===== src/rtl/ram_seq_pkg.sv =====
// Shared encodings for the RAM command sequencer: opcodes, FSM states and
// default geometry of the 16x8 dual-bank RAM.
package ram_seq_pkg;
  localparam int DEPTH_DEF = 16;
  localparam int AW_DEF    = 4;
  localparam int DW_DEF    = 8;

  typedef enum logic [1:0] {
    OP_WRITE = 2'b00,
    OP_READ  = 2'b01,
    OP_FILL  = 2'b10,
    OP_DUMP  = 2'b11
  } op_e;

  typedef enum logic [2:0] {
    S_IDLE,
    S_WRITE,
    S_READ_ISSUE,
    S_READ_WAIT,
    S_FILL,
    S_DUMP,
    S_DRAIN,
    S_DONE
  } state_e;
endpackage


===== src/rtl/ram_seq_rdpipe.sv =====
// Two-stage delay line: a read issued with address A in cycle t returns
// rd_valid/rd_addr=A in cycle t+2, together with the RAM word captured in t+1.
module ram_seq_rdpipe #(
  parameter int AW = 4,
  parameter int DW = 8
) (
  input  logic          clk,
  input  logic          rst_n,
  input  logic          issue,
  input  logic [AW-1:0] issue_addr,
  input  logic [DW-1:0] mem_dout,
  output logic          rd_valid,
  output logic [AW-1:0] rd_addr,
  output logic [DW-1:0] rd_data
);
  logic [1:0]    vld_pipe;
  logic [AW-1:0] addr_s1;

  always_ff @(posedge clk or negedge rst_n) begin
    if (!rst_n) begin
      vld_pipe <= '0;
      addr_s1  <= '0;
      rd_addr  <= '0;
      rd_data  <= '0;
    end else begin
      vld_pipe <= {vld_pipe[0], issue};
      addr_s1  <= issue_addr;
      rd_addr  <= addr_s1;
      // RAM output is valid in the cycle after the address was presented
      if (vld_pipe[0]) rd_data <= mem_dout;
    end
  end

  assign rd_valid = vld_pipe[1];
endmodule


===== src/rtl/ram_seq_ctrl.sv =====
// Command sequencer in front of the dual-bank RAM: single read/write plus
// whole-bank fill and dump, with registered outputs and a read-return stream.
module ram_seq_ctrl
  import ram_seq_pkg::*;
#(
  parameter int DEPTH     = DEPTH_DEF,
  parameter int AW        = AW_DEF,
  parameter int DW        = DW_DEF,
  parameter int FILL_STEP = 1
) (
  input  logic          clk,
  input  logic          rst_n,
  input  logic          cmd_valid,
  output logic          cmd_ready,
  input  logic [1:0]    cmd_op,
  input  logic          cmd_bank,
  input  logic [AW-1:0] cmd_addr,
  input  logic [DW-1:0] cmd_data,
  output logic          mem_chos,
  output logic          mem_we,
  output logic [AW-1:0] mem_addr,
  output logic [DW-1:0] mem_din,
  input  logic [DW-1:0] mem_dout,
  output logic          rd_valid,
  output logic [AW-1:0] rd_addr,
  output logic [DW-1:0] rd_data,
  output logic          busy,
  output logic          done
);
  localparam logic [AW-1:0] LAST = AW'(DEPTH - 1);
  localparam logic [DW-1:0] STEP = DW'(FILL_STEP);

  state_e        state, state_n;
  logic [AW-1:0] cnt, cnt_n;
  logic [AW-1:0] addr_n;
  logic [DW-1:0] din_n;
  logic          chos_n, we_n, issue, issue_n, busy_n, done_n, ready_n;
  logic          accept;

  assign accept = cmd_valid && cmd_ready;

  always_ff @(posedge clk or negedge rst_n) begin
    if (!rst_n) begin
      state     <= S_IDLE;
      cnt       <= '0;
      mem_chos  <= 1'b0;
      mem_we    <= 1'b0;
      mem_addr  <= '0;
      mem_din   <= '0;
      issue     <= 1'b0;
      busy      <= 1'b0;
      done      <= 1'b0;
      cmd_ready <= 1'b0;
    end else begin
      state     <= state_n;
      cnt       <= cnt_n;
      mem_chos  <= chos_n;
      mem_we    <= we_n;
      mem_addr  <= addr_n;
      mem_din   <= din_n;
      issue     <= issue_n;
      busy      <= busy_n;
      done      <= done_n;
      cmd_ready <= ready_n;
    end
  end

  // Next-state and next-output values; every output is the registered copy.
  always_comb begin
    state_n = state;
    cnt_n   = cnt;
    chos_n  = mem_chos;
    we_n    = 1'b0;
    addr_n  = mem_addr;
    din_n   = mem_din;
    issue_n = 1'b0;
    busy_n  = busy;
    done_n  = 1'b0;
    ready_n = 1'b0;
    unique case (state)
      S_IDLE: begin
        ready_n = 1'b1;
        busy_n  = 1'b0;
        if (accept) begin
          ready_n = 1'b0;
          busy_n  = 1'b1;
          chos_n  = cmd_bank;
          addr_n  = cmd_addr;
          din_n   = cmd_data;
          cnt_n   = '0;
          case (op_e'(cmd_op))
            OP_WRITE: begin state_n = S_WRITE;      we_n    = 1'b1; end
            OP_READ:  begin state_n = S_READ_ISSUE; issue_n = 1'b1; end
            OP_FILL:  begin state_n = S_FILL;       we_n    = 1'b1; end
            default:  begin state_n = S_DUMP;       issue_n = 1'b1; end
          endcase
        end
      end
      S_WRITE: begin
        state_n = S_DONE;
        done_n  = 1'b1;
      end
      S_READ_ISSUE: state_n = S_READ_WAIT;
      S_READ_WAIT: begin
        state_n = S_DONE;
        done_n  = 1'b1;
      end
      S_FILL: begin
        if (cnt == LAST) begin
          state_n = S_DONE;
          done_n  = 1'b1;
        end else begin
          cnt_n  = cnt + 1'b1;
          addr_n = mem_addr + 1'b1;
          din_n  = mem_din + STEP;
          we_n   = 1'b1;
        end
      end
      S_DUMP: begin
        if (cnt == LAST) begin
          state_n = S_DRAIN;
        end else begin
          cnt_n   = cnt + 1'b1;
          addr_n  = mem_addr + 1'b1;
          issue_n = 1'b1;
        end
      end
      // last dump word is still in flight through the read pipe
      S_DRAIN: begin
        state_n = S_DONE;
        done_n  = 1'b1;
      end
      S_DONE: begin
        state_n = S_IDLE;
        ready_n = 1'b1;
        busy_n  = 1'b0;
      end
      default: state_n = S_IDLE;
    endcase
  end

  ram_seq_rdpipe #(.AW(AW), .DW(DW)) u_rdpipe (
    .clk        (clk),
    .rst_n      (rst_n),
    .issue      (issue),
    .issue_addr (mem_addr),
    .mem_dout   (mem_dout),
    .rd_valid   (rd_valid),
    .rd_addr    (rd_addr),
    .rd_data    (rd_data)
  );
endmodule


===== config.mk =====
export PLATFORM = sky130hd
export DESIGN_NAME = ram_seq_ctrl
export DESIGN_NICKNAME = d
export VERILOG_FILES = /design/src/rtl/ram_seq_pkg.sv /design/src/rtl/ram_seq_rdpipe.sv /design/src/rtl/ram_seq_ctrl.sv
export SDC_FILE = /design/constraint.sdc
export NUM_CORES = 1
export LEC_CHECK = 0
export CAP_MARGIN = 0
export CORE_ASPECT_RATIO = 0.5
export CORE_MARGIN = 2
export CORE_UTILIZATION = 43
export DETAILED_ROUTE_END_ITERATION = 7
export PLACE_DENSITY_LB_ADDON = 0.2
export SLEW_MARGIN = 10
export SYNTH_ARGS = -nofsm -noshare
export SYNTH_HDL_FRONTEND = slang
export SYNTH_SLANG_ARGS = --single-unit

===== constraint.sdc =====
create_clock -name clk -period 1.8 [get_ports clk]
set_clock_uncertainty 0.2 [all_clocks]
set_input_delay 0.36 -clock clk [delete_from_list [all_inputs] [get_ports clk]]
set_output_delay 0.36 -clock clk [all_outputs]
set_load 0.02 [all_outputs]

Word level (Yosys, flattened, before mapping) --
Cells that the tools add are included.
Storage, ports and cells: word-level logic and storage cells 72, register bits 43
Operators by class: mux-type cells 27, reduce and logical (&&, ||, !) cells 13, add/subtract/negate cells 3, equality and inequality tests 15
Operators by type and width (number):
- one-hot mux 3 bit (6 select lines) | 1
- two-way mux 4 bit | 4
- two-way mux 8 bit | 2
- one-hot mux 4 bit (2 select lines) | 2
- one-hot mux 8 bit (2 select lines) | 1
- == test 3 bit, second input constant | 4
- inequality test 2 bit, second input constant | 5
- one-hot mux 1 bit (2 select lines) | 5
- two-way mux 3 bit | 3
- one-hot mux 3 bit (3 select lines) | 1
- AND reduction 3 bit | 3
- adder 4 x 1 -> 4 bit, second input constant | 2
- adder 8 x 1 -> 8 bit, second input constant | 1
- two-way mux 1 bit | 8
- == test 3 x 2 -> 1 bit, second input constant | 2
- nonzero test 2 bit | 3
- == test 4 bit, second input constant | 1
- OR reduction 2 bit | 2
- == test 3 x 1 -> 1 bit, second input constant | 1
- zero test 3 bit | 1
- OR reduction 3 bit | 1
- == test 2 x 1 -> 1 bit, second input constant | 1
- == test 2 bit, second input constant | 1
- zero test 2 bit | 1
- 2 further kinds | 2

Depth between registers and ports, before layout --
Gate-level depths: netlist (run 1).
depth in word-level cells 5, gate-level depth with buffers 7, mapped depth without buffers 5

Modules after synthesis --
A second synthesis (run 1) with hierarchy kept.
Unflattened totals: cell total of the unflattened synthesis 183, area, all modules 1999.4 um^2
By module, submodules not included:
- ram_seq_ctrl | instances 1, seq. area each 625.6 um^2, area each 1417.6 um^2, cells each 156
- ram_seq_rdpipe | instances 1, seq. area each 450.4 um^2, area each 581.8 um^2, cells each 27

Least setup slack after synthesis (run 1) --
Ideal clock, no wire load.
path kind reg2reg, start register cnt[0], end register mem_din[1], arrival time 1482 ps, library setup time 81 ps, path slack 37 ps, stages on the path, launching flop included 8, required time 1519 ps, path buffers 2, clock period less this slack 1763 ps, cell sequence dfrtp_1 > ha_1 > and3_1 > buf_2 > o22ai_4 > buf_6 > nor2_2 > a31oi_2
On the way: word-level cells in the longest chain between the ends 3
RTL lines:
- start, declared | RTL line ram_seq_ctrl.sv:34 | logic [AW-1:0] cnt, cnt_n;
- start signal, assigned | RTL line ram_seq_ctrl.sv:56 | cnt <= cnt_n;
- == test 4 bit | RTL line ram_seq_ctrl.sv:109 | if (cnt == LAST) begin
- inequality test 2 bit (no line)
- AND reduction 3 bit (no line)
- end signal, assigned | RTL line ram_seq_ctrl.sv:60 | mem_din <= din_n;
- end, declared | RTL line ram_seq_ctrl.sv:22 | output logic [DW-1:0] mem_din,
No other way between the ends. A chain may end at the register's enable or synchronous reset.

Worst setup path in the final report (run 1) --
start register state[1], end register mem_din[5]
On the way: word-level cells in the longest chain between the ends 3
RTL lines:
- start, declared | RTL line ram_seq_ctrl.sv:33 | state_e state, state_n;
- start signal, assigned | RTL line ram_seq_ctrl.sv:55 | state <= state_n;
- == test 3 bit / zero test 3 bit (equally long branches) | RTL line ram_seq_ctrl.sv:80 | unique case (state)
- inequality test 2 bit (no line) / nonzero test 2 bit (equally long branches)
- AND reduction 3 bit (no line)
Parallel ways exist; a longest one is shown, timed or not.

==> results of run 1 <==
==> registers in the layout, indices dropped and copies added, names as in the netlist <==
signal and count:
done 1, u_rdpipe.vld_pipe 2, u_rdpipe.addr_s1 4, cnt 4, busy 1, u_rdpipe.rd_data 8, state 3, mem_din 8
mem_we 1, cmd_ready 1, issue 1, u_rdpipe.rd_addr 4, mem_chos 1, mem_addr 4
==> power by group <==
group,internal (mW),total (mW),switching (mW)
Combinational,1.20,2.57,1.37
Sequential,1.43,1.74,0.312
Clock,0.271,0.601,0.329
==> final cells by class <==
class / count / share of cell area, %
inverters: 6 / 0.7864
clock buffers: 6 / 2.534
repair buffers: 79 / 26.21
clock inverters: 2 / 0.4369
flip-flops and latches: 43 / 37.57
well taps: 57 / 2.490
multi-input cells: 127 / 29.97
==> metrics by stage <==
step | util (%) | total power, mW | setup TNS [ns] | cell area, sq um | instances
final | 64.73 | 4.911 | 0 | 2864 | 320
after detailed placement | 61.79 | 4.451 | -0.3766 | 2734 | 307
after global routing | 64.73 | 5.300 | -0.02771 | 2864 | 320
after global placement | 61.79 | 4.355 | -0.04923 | 2734 | 307
after CTS | 64.17 | 4.947 | 0 | 2839 | 320
after floorplan | - | 3.271 | 0 | 1988 | 185
==> cell usage in the layout, fill, tap and decap left out, types with 2 or more instances in the layout <==
cell type | netlist | layout
clkdlybuf4s50_1 | 0 | 24
inv_1 | 6 | 6
buf_12 | 0 | 3
nand3_1 | 8 | 8
a22oi_1 | 2 | 2
nor3_1 | 5 | 5
nand2_1 | 22 | 22
ha_1 | 7 | 7
o22ai_4 | 2 | 2
dfrtp_1 | 43 | 43
or3_4 | 1 | 2
o22ai_1 | 4 | 4
a21oi_2 | 5 | 5
o21ai_0 | 6 | 6
clkbuf_8 | 0 | 5
dlymetal6s2s_1 | 0 | 6
a31oi_1 | 2 | 2
nor2_1 | 16 | 16
buf_4 | 0 | 20
xnor2_1 | 2 | 2
a21oi_1 | 11 | 11
dlygate4sd2_1 | 0 | 24
mux2_2 | 9 | 9
o21ai_1 | 4 | 4
o22ai_2 | 1 | 2
==> repair_timing <==
item	CTS	global route
pin swaps	1	2
endpoints found under the setup margin	30	18
resized for setup	26	9
buffers inserted	3	0
hold buffers	1	0
endpoints found under the hold margin	14	0
cloned	1	0
==> how the worst max path moves through the flow <==
stage            endpoint  slack, ns      start
3_5_place_dp     state[2]      -0.09  cmd_op[0]
6_report       mem_din[5]       0.05   state[1]
3_3_place_gp     state[2]      -0.02  cmd_op[0]
4_1_cts        mem_din[5]      0.003   state[1]
2_1_floorplan  mem_din[1]       0.04     cnt[0]
5_1_grt        mem_din[5]      -0.03     cnt[0]
==> cells by family after synthesis <==
kind of cell	after synthesis	share of synthesized area, %
simple gates	64	15.29
flops	43	54.12
compound gates	42	15.17
buf+inv	16	4.090
mux	10	5.601
fa+ha+maj	7	4.405
xor+xnor	3	1.322
==> layer usage <==
metal / GRT usage, % / up-vias
li1: - / 798
met1: 23.37 / 823
met2: 33.11 / 42
met3: 4.973 / 4
met4: 7.078 / 0
met5: 0 / -
==> worst max-delay path: stages (launching register included) <==
cell and delay (ns):
dfrtp_1 0.42, or3b_4 0.42, or3_4 0.42, a21oi_2 0.11, nor3_1 0.06
==> summary.txt, run 1 <==
Timing
  – Min Tclk post-route: about 1.8 ns
  – Slew margin rel.: a little over two thirds
  – Max Slew Vio Count: 0
  – Crit share post-route: a little over nine tenths
  – Final setup vio count: 0
  – Final Hold Viols: 0
  – Worst-margin pin slew: 0.4485 ns
  – Fmax achieved: ~570 MHz
  – Setup ws final: roughly 0.05 ns
  – RSZ-0062 raised after global routing: yes
  – Hold slack: approximately 0.15 ns

Placement
  – RePlAce Congestion: 0.8592
  – HPWL Detailed: roughly 3200 um
  – PortBufs: 55
  – Placement Setup Slack: -0.09200 ns

Clock tree
  – Number of buffers created by CTS: 5
  – CTS tree: yes
  – Clk root buf: clkbuf_8
  – Worst skew pair latency: slightly below 0.3 ns
  – CTS H-tree depth: 2
  – Max clock buf depth: 2
  – # clock sinks: between 40 and 50
  – Clk slew on worst S/H paths: around 0.080 ns

Drt
  – First-pass detailed-route iteration total: 4
  – Highest metal used: met4
  – WL/cell: 13.84 um
  – DRT iter0 DRCs: 67
  – Met2 WL post-DR: 2155 um
  – Wirelength, routed: roughly 4400 um
  – WL met1: around 2000 um
  – Via count of the routed design: approximately 1.7k
  – Antenna viol nets, final: 0
  – DRC viols: 0
  – Vias/cell: roughly 5.2
  – Total length of routed met3 wires: 238 um

Global route
  – Total global-route track usage: 19.10%
  – Initial antenna violation count: 0
  – First-pass GRT wire length: between 7000 and 8000 um
  – Largest net degree at the start of global routing: 30
  – Vias in the first global route: 1645
  – GR Overflow Total: 0

Die
  – Row Count: 17
  – Die span in y: ~52 um
  – Core Area: between 4000 and 5000 sq um
  – DIE WIDTH: ~100 um
  – Initial Util: 44.94%
  – Num ports: 56
  – Die ar.: about 5200 sq um

Synthesis
  – Top cells by area, synth: dfrtp_1 (54%), mux2_2 (5.1%), ha_1 (4.4%)
  – Synth warn: 0
  – Synth area leader: dfrtp_1
  – Post-synth EDFFs: 0
  – Commonest register cell after synthesis: dfrtp_1
  – Netlist Area Pre-Place: about 2000 sq um
  – Yosys top cell area share: 54.12%
  – Fraction of registers with async set/reset: 100.0%
  – Post-synth top cells: dfrtp_1 (43), nand2_1 (22), nor2_1 (16), a21oi_1 (11), mux2_2 (9)
  – Cells after Synth: 185
  – Count leader, synth: dfrtp_1
  – Avg Cell Area, Syn: between 10 and 15 sq um
  – Synthesized Nets: 218
  – Flops & latches, synth: 43
  – Distinct cells, synth: 39
  – Register area share after synthesis: 54.12%

Min path
  – Hold Path Sink: u_rdpipe.rd_addr[3]
  – Hold Path Class: reg -> reg
  – Hold_sp: u_rdpipe.addr_s1[3]
  – Hold depth: 0

Cells and area
  – FILL cells: slightly below 400
  – Number of diodes: 0
  – Share of cells above drive strength 1: 21.67%
  – Nets: 295
  – Area occupied by multi-input gates: between 800 and 900 sq um
  – FF/Latch Area: 1076 sq um
  – Area grow syn2layout: 44.05%

Critical path
  – CP required: about 1.8 ns
  – Critical path class: reg -> reg
  – Arr. time, crit path: 1.73 ns
  – CP Capture Type: flop
  – R2R Setup Slk: around 0.050 ns
  – FF-to-FF path depth: 4
  – Reg-to-reg startpoint: state[1]
  – Worst r2r dst: mem_din[5]
  – Largest fanout on the critical path: 4
  – Crit path launch type: flop

Power and ir drop
  – Max IR drop VDD: slightly above 900 uV
  – Power Density: ~1700 nW/um^2
  – LEAKAGE: around 1.3 nW

Run status
  – Status: completed

Job
  – Max-Cap Viols: 0
No activity file was read; power rests on OpenSTA's default activity.
==> inputs of run 2 (changes only) <==
Settings changed: CORE_UTILIZATION 43 to 56, DONT_BUFFER_PORTS set to 1.
==> run 2 against run 1 <==
  * Core utilization rose by 6.1 points
  * Sequential share of layout area increased by 6.9 points
  * Hold slack worse by 0.14 ns
  * Global-route usage grew 2.4 points
  * Flip-flop and latch count unchanged
  * Clock-buffer cell count decreased by 1
  * Worst setup slack about the same
  * Routed wire length decreased by 8.9%
==> summary.txt, run 2 (synthesized netlist as in run 1, its figures left out) <==
Drt
  – Vias/cell: 5.569 (+6.9%)
  – Antenna viol nets, final: 0 (unchanged)
  – DRC viols: 0 (unchanged)
  – DRT iter0 DRCs: 47 (-30%)
  – Via count of the routed design: 1487 (-11%)
  – WL/cell: 15.11 um (+9.1%)
  – Wirelength, routed: 4034 um (-8.9%)
  – First-pass detailed-route iteration total: 4 (unchanged)

Min path
  – Hold Path Class: in -> reg
  – Hold_sp: cmd_addr[1]

Global route
  – GR Overflow Total: 0 (unchanged)
  – Vias in the first global route: 1460 (-11%)
  – Initial antenna violation count: 0 (unchanged)
  – Total global-route track usage: 21.53% (+2.4 points)
  – First-pass GRT wire length: 6451 um (-15%)
  – Largest net degree at the start of global routing: 44 (+47%)

Power and ir drop
  – Power Density: 1967 nW/um^2 (+15%)
  – Total Power: 4.758 mW (-3.1%)
  – LEAKAGE: 1.066 nW (-19%)
  – Max IR drop VDD: 1001 uV (+11%)

Critical path
  – Slowest stage delay, CP: 0.41 ns (about the same)
  – Top Family by Delay on Critical Path: flip-flops
  – Reg-to-reg startpoint: state[0]
  – Critical path class: reg -> reg
  – CP required: 1.82 ns (+0.04 ns)
  – Largest fanout on the critical path: 5 (+1)
  – Critical path origin: state[0]
  – Stages on the worst setup path: 6 (+2)
  – Arr. time, crit path: 1.77 ns (+0.04 ns)
  – Buf/Inv on CP: 2 (+2)
  – R2R Setup Slk: 0.05 ns (about the same)
  – Worst r2r dst: mem_addr[3]
  – Slowest cell on crit path: dfrtp_1
  – Crit path launch type: flop
  – Worst path cell trace: or3_4 -> buf_4 -> o22ai_4 -> buf_4 -> a21oi_1 -> a21oi_1
  – CP Capture Type: flop
  – Worst setup endpoint: mem_addr[3]
  – FF-to-FF path depth: 6 (+2)

Clock tree
  – Clk root buf: clkbuf_8
  – CTS tree: yes
  – Clk slew on worst S/H paths: 0.08 ns (about the same)
  – Max clock buf depth: 2 (unchanged)
  – Number of buffers created by CTS: 5 (unchanged)
  – CTS H-tree depth: 2 (unchanged)
  – # clock sinks: 43 (unchanged)
  – Worst skew pair latency: 0.30 ns (about the same)

Cells and area
  – Number of diodes: 0 (unchanged)
  – Commonest non-fill, non-tap cell in the layout: dfrtp_1
  – Share of cells above drive strength 1: 30.09% (+8.4 points)
  – Top Registers: mem_din: 8 flops, u_rdpipe.rd_data: 8 flops
  – Area grow syn2layout: 21.65%
  – Commonest non-fill, non-tap cells in the layout: dfrtp_1 (43), buf_4 (25), nand2_1 (22)
  – Area occupied by multi-input gates: 860.8 sq um (+0.29%)
  – Nets: 248 (-16%)
  – FILL cells: 246 (-36%)
  – FF/Latch Area: 1076 sq um (unchanged)

Timing
  – Post-Route Setup TNS: 0 ns (unchanged)
  – Fmax achieved: 571.4 MHz (about the same)
  – Crit share post-route: 97.22% (about the same)
  – Final setup vio count: 0 (unchanged)
  – RSZ-0062 raised after global routing: yes
  – Min Tclk post-route: 1.750 ns (-0.0003900 ns)
  – Slew margin rel.: 77.06% (+7.0 points)
  – Final Hold Viols: 0 (unchanged)
  – Max Slew Vio Count: 0 (unchanged)
  – Worst-margin pin slew: 0.3441 ns (-0.1044 ns)

Die
  – Num ports: 56 (unchanged)
  – Initial Util: 58.21% (+13 points)
  – Core Area: 3416 sq um (-23%)
  – Die span in y: 46.13 um (-11%)
  – Row Count: 15 (-2)
  – Die ar.: 4072 sq um (-22%)
  – DIE WIDTH: 88.27 um (-12%)

Placement
  – HPWL Detailed: 2759 um (-15%)
  – PortBufs: 0 (-100%)
  – RePlAce Congestion: 0.8750 (+1.8%)

Job
  – Max-Cap Viols: 0 (unchanged)

Run status
  – Status: completed
[run 2: cell count changes in the layout (fill, tap and decap cells not counted), moves of 2 or more]
cell | before | now
clkdlybuf4s50_1 | 24 | 0
dlygate4sd2_1 | 24 | 0
dlymetal6s2s_1 | 6 | 0
buf_4 | 20 | 25
buf_6 | 0 | 4
buf_12 | 3 | 1
dlygate4sd3_1 | 1 | 3
o22ai_2 | 2 | 0
[run 2: stage by stage]
step	utilization (%)	instance area, sq um	cells	setup slack [ns]	hold WS, ns
floorplan	-	1988	185	0.03710	-0.1356
global placement	63.19	2158	248	0.006002	-0.1346
detailed placement	63.19	2158	248	-0.05988	-0.1346
CTS	69.41	2371	266	0.005915	0.009178
global route	70.81	2419	267	-0.01858	0.004935
finish	70.81	2419	267	0.05000	0.009726
[run 2: final cells by class]
class                   instances  share of cell area (%)
inverters                       6                  0.9312
multi-input cells             126                   35.59
clock inverters                 3                   1.811
well taps                      51                   2.638
repair buffers                 33                   11.69
flip-flops and latches         43                   44.49
clock buffers                   5                   2.845
[run 2: worst min-delay path by stage]
stage,to,slack [ns],depth (start not counted)
after floorplan,busy,-0.14,0
final,mem_addr[1],0.01,2
after global routing,u_rdpipe.rd_data[2],0.005,1
after global placement,mem_din[1],-0.13,0
after CTS,u_rdpipe.rd_data[2],0.009,1
after detailed placement,mem_din[2],-0.13,0
[run 2: timing repair]
item	CTS	global route
hold buffers	4	0
buffers inserted	6	1
hold endpoints to repair	45	0
pin swaps	2	5
setup endpoints to repair	12	15
resized for setup	3	11
[run 2: where the power goes]
part | internal (mW) | leakage, nW | switching [mW] | total (mW)
combinational | 0.934 | 0.508 | 0.947 | 1.88
sequential | 1.43 | 0.501 | 0.699 | 2.13
clock | 0.413 | 0.0581 | 0.336 | 0.749
[run 2: worst reg2reg max path, stage by stage (launching register included)]
cell,delay (ns)
dfrtp_1,0.41
or3_4,0.41
buf_4,0.17
o22ai_4,0.13
buf_4,0.16
a21oi_1,0.07
a21oi_1,0.13
[run 2: layer usage]
metal  vias to the layer above  part of all wire (%)  global-route usage, %
met5                         -                     0                      0
met4                         0                  0.82                  7.576
met3                         4                   6.3                  6.631
met2                        39                    48                  36.69
met1                       740                    45                  26.74
li1                        704                     -                      -
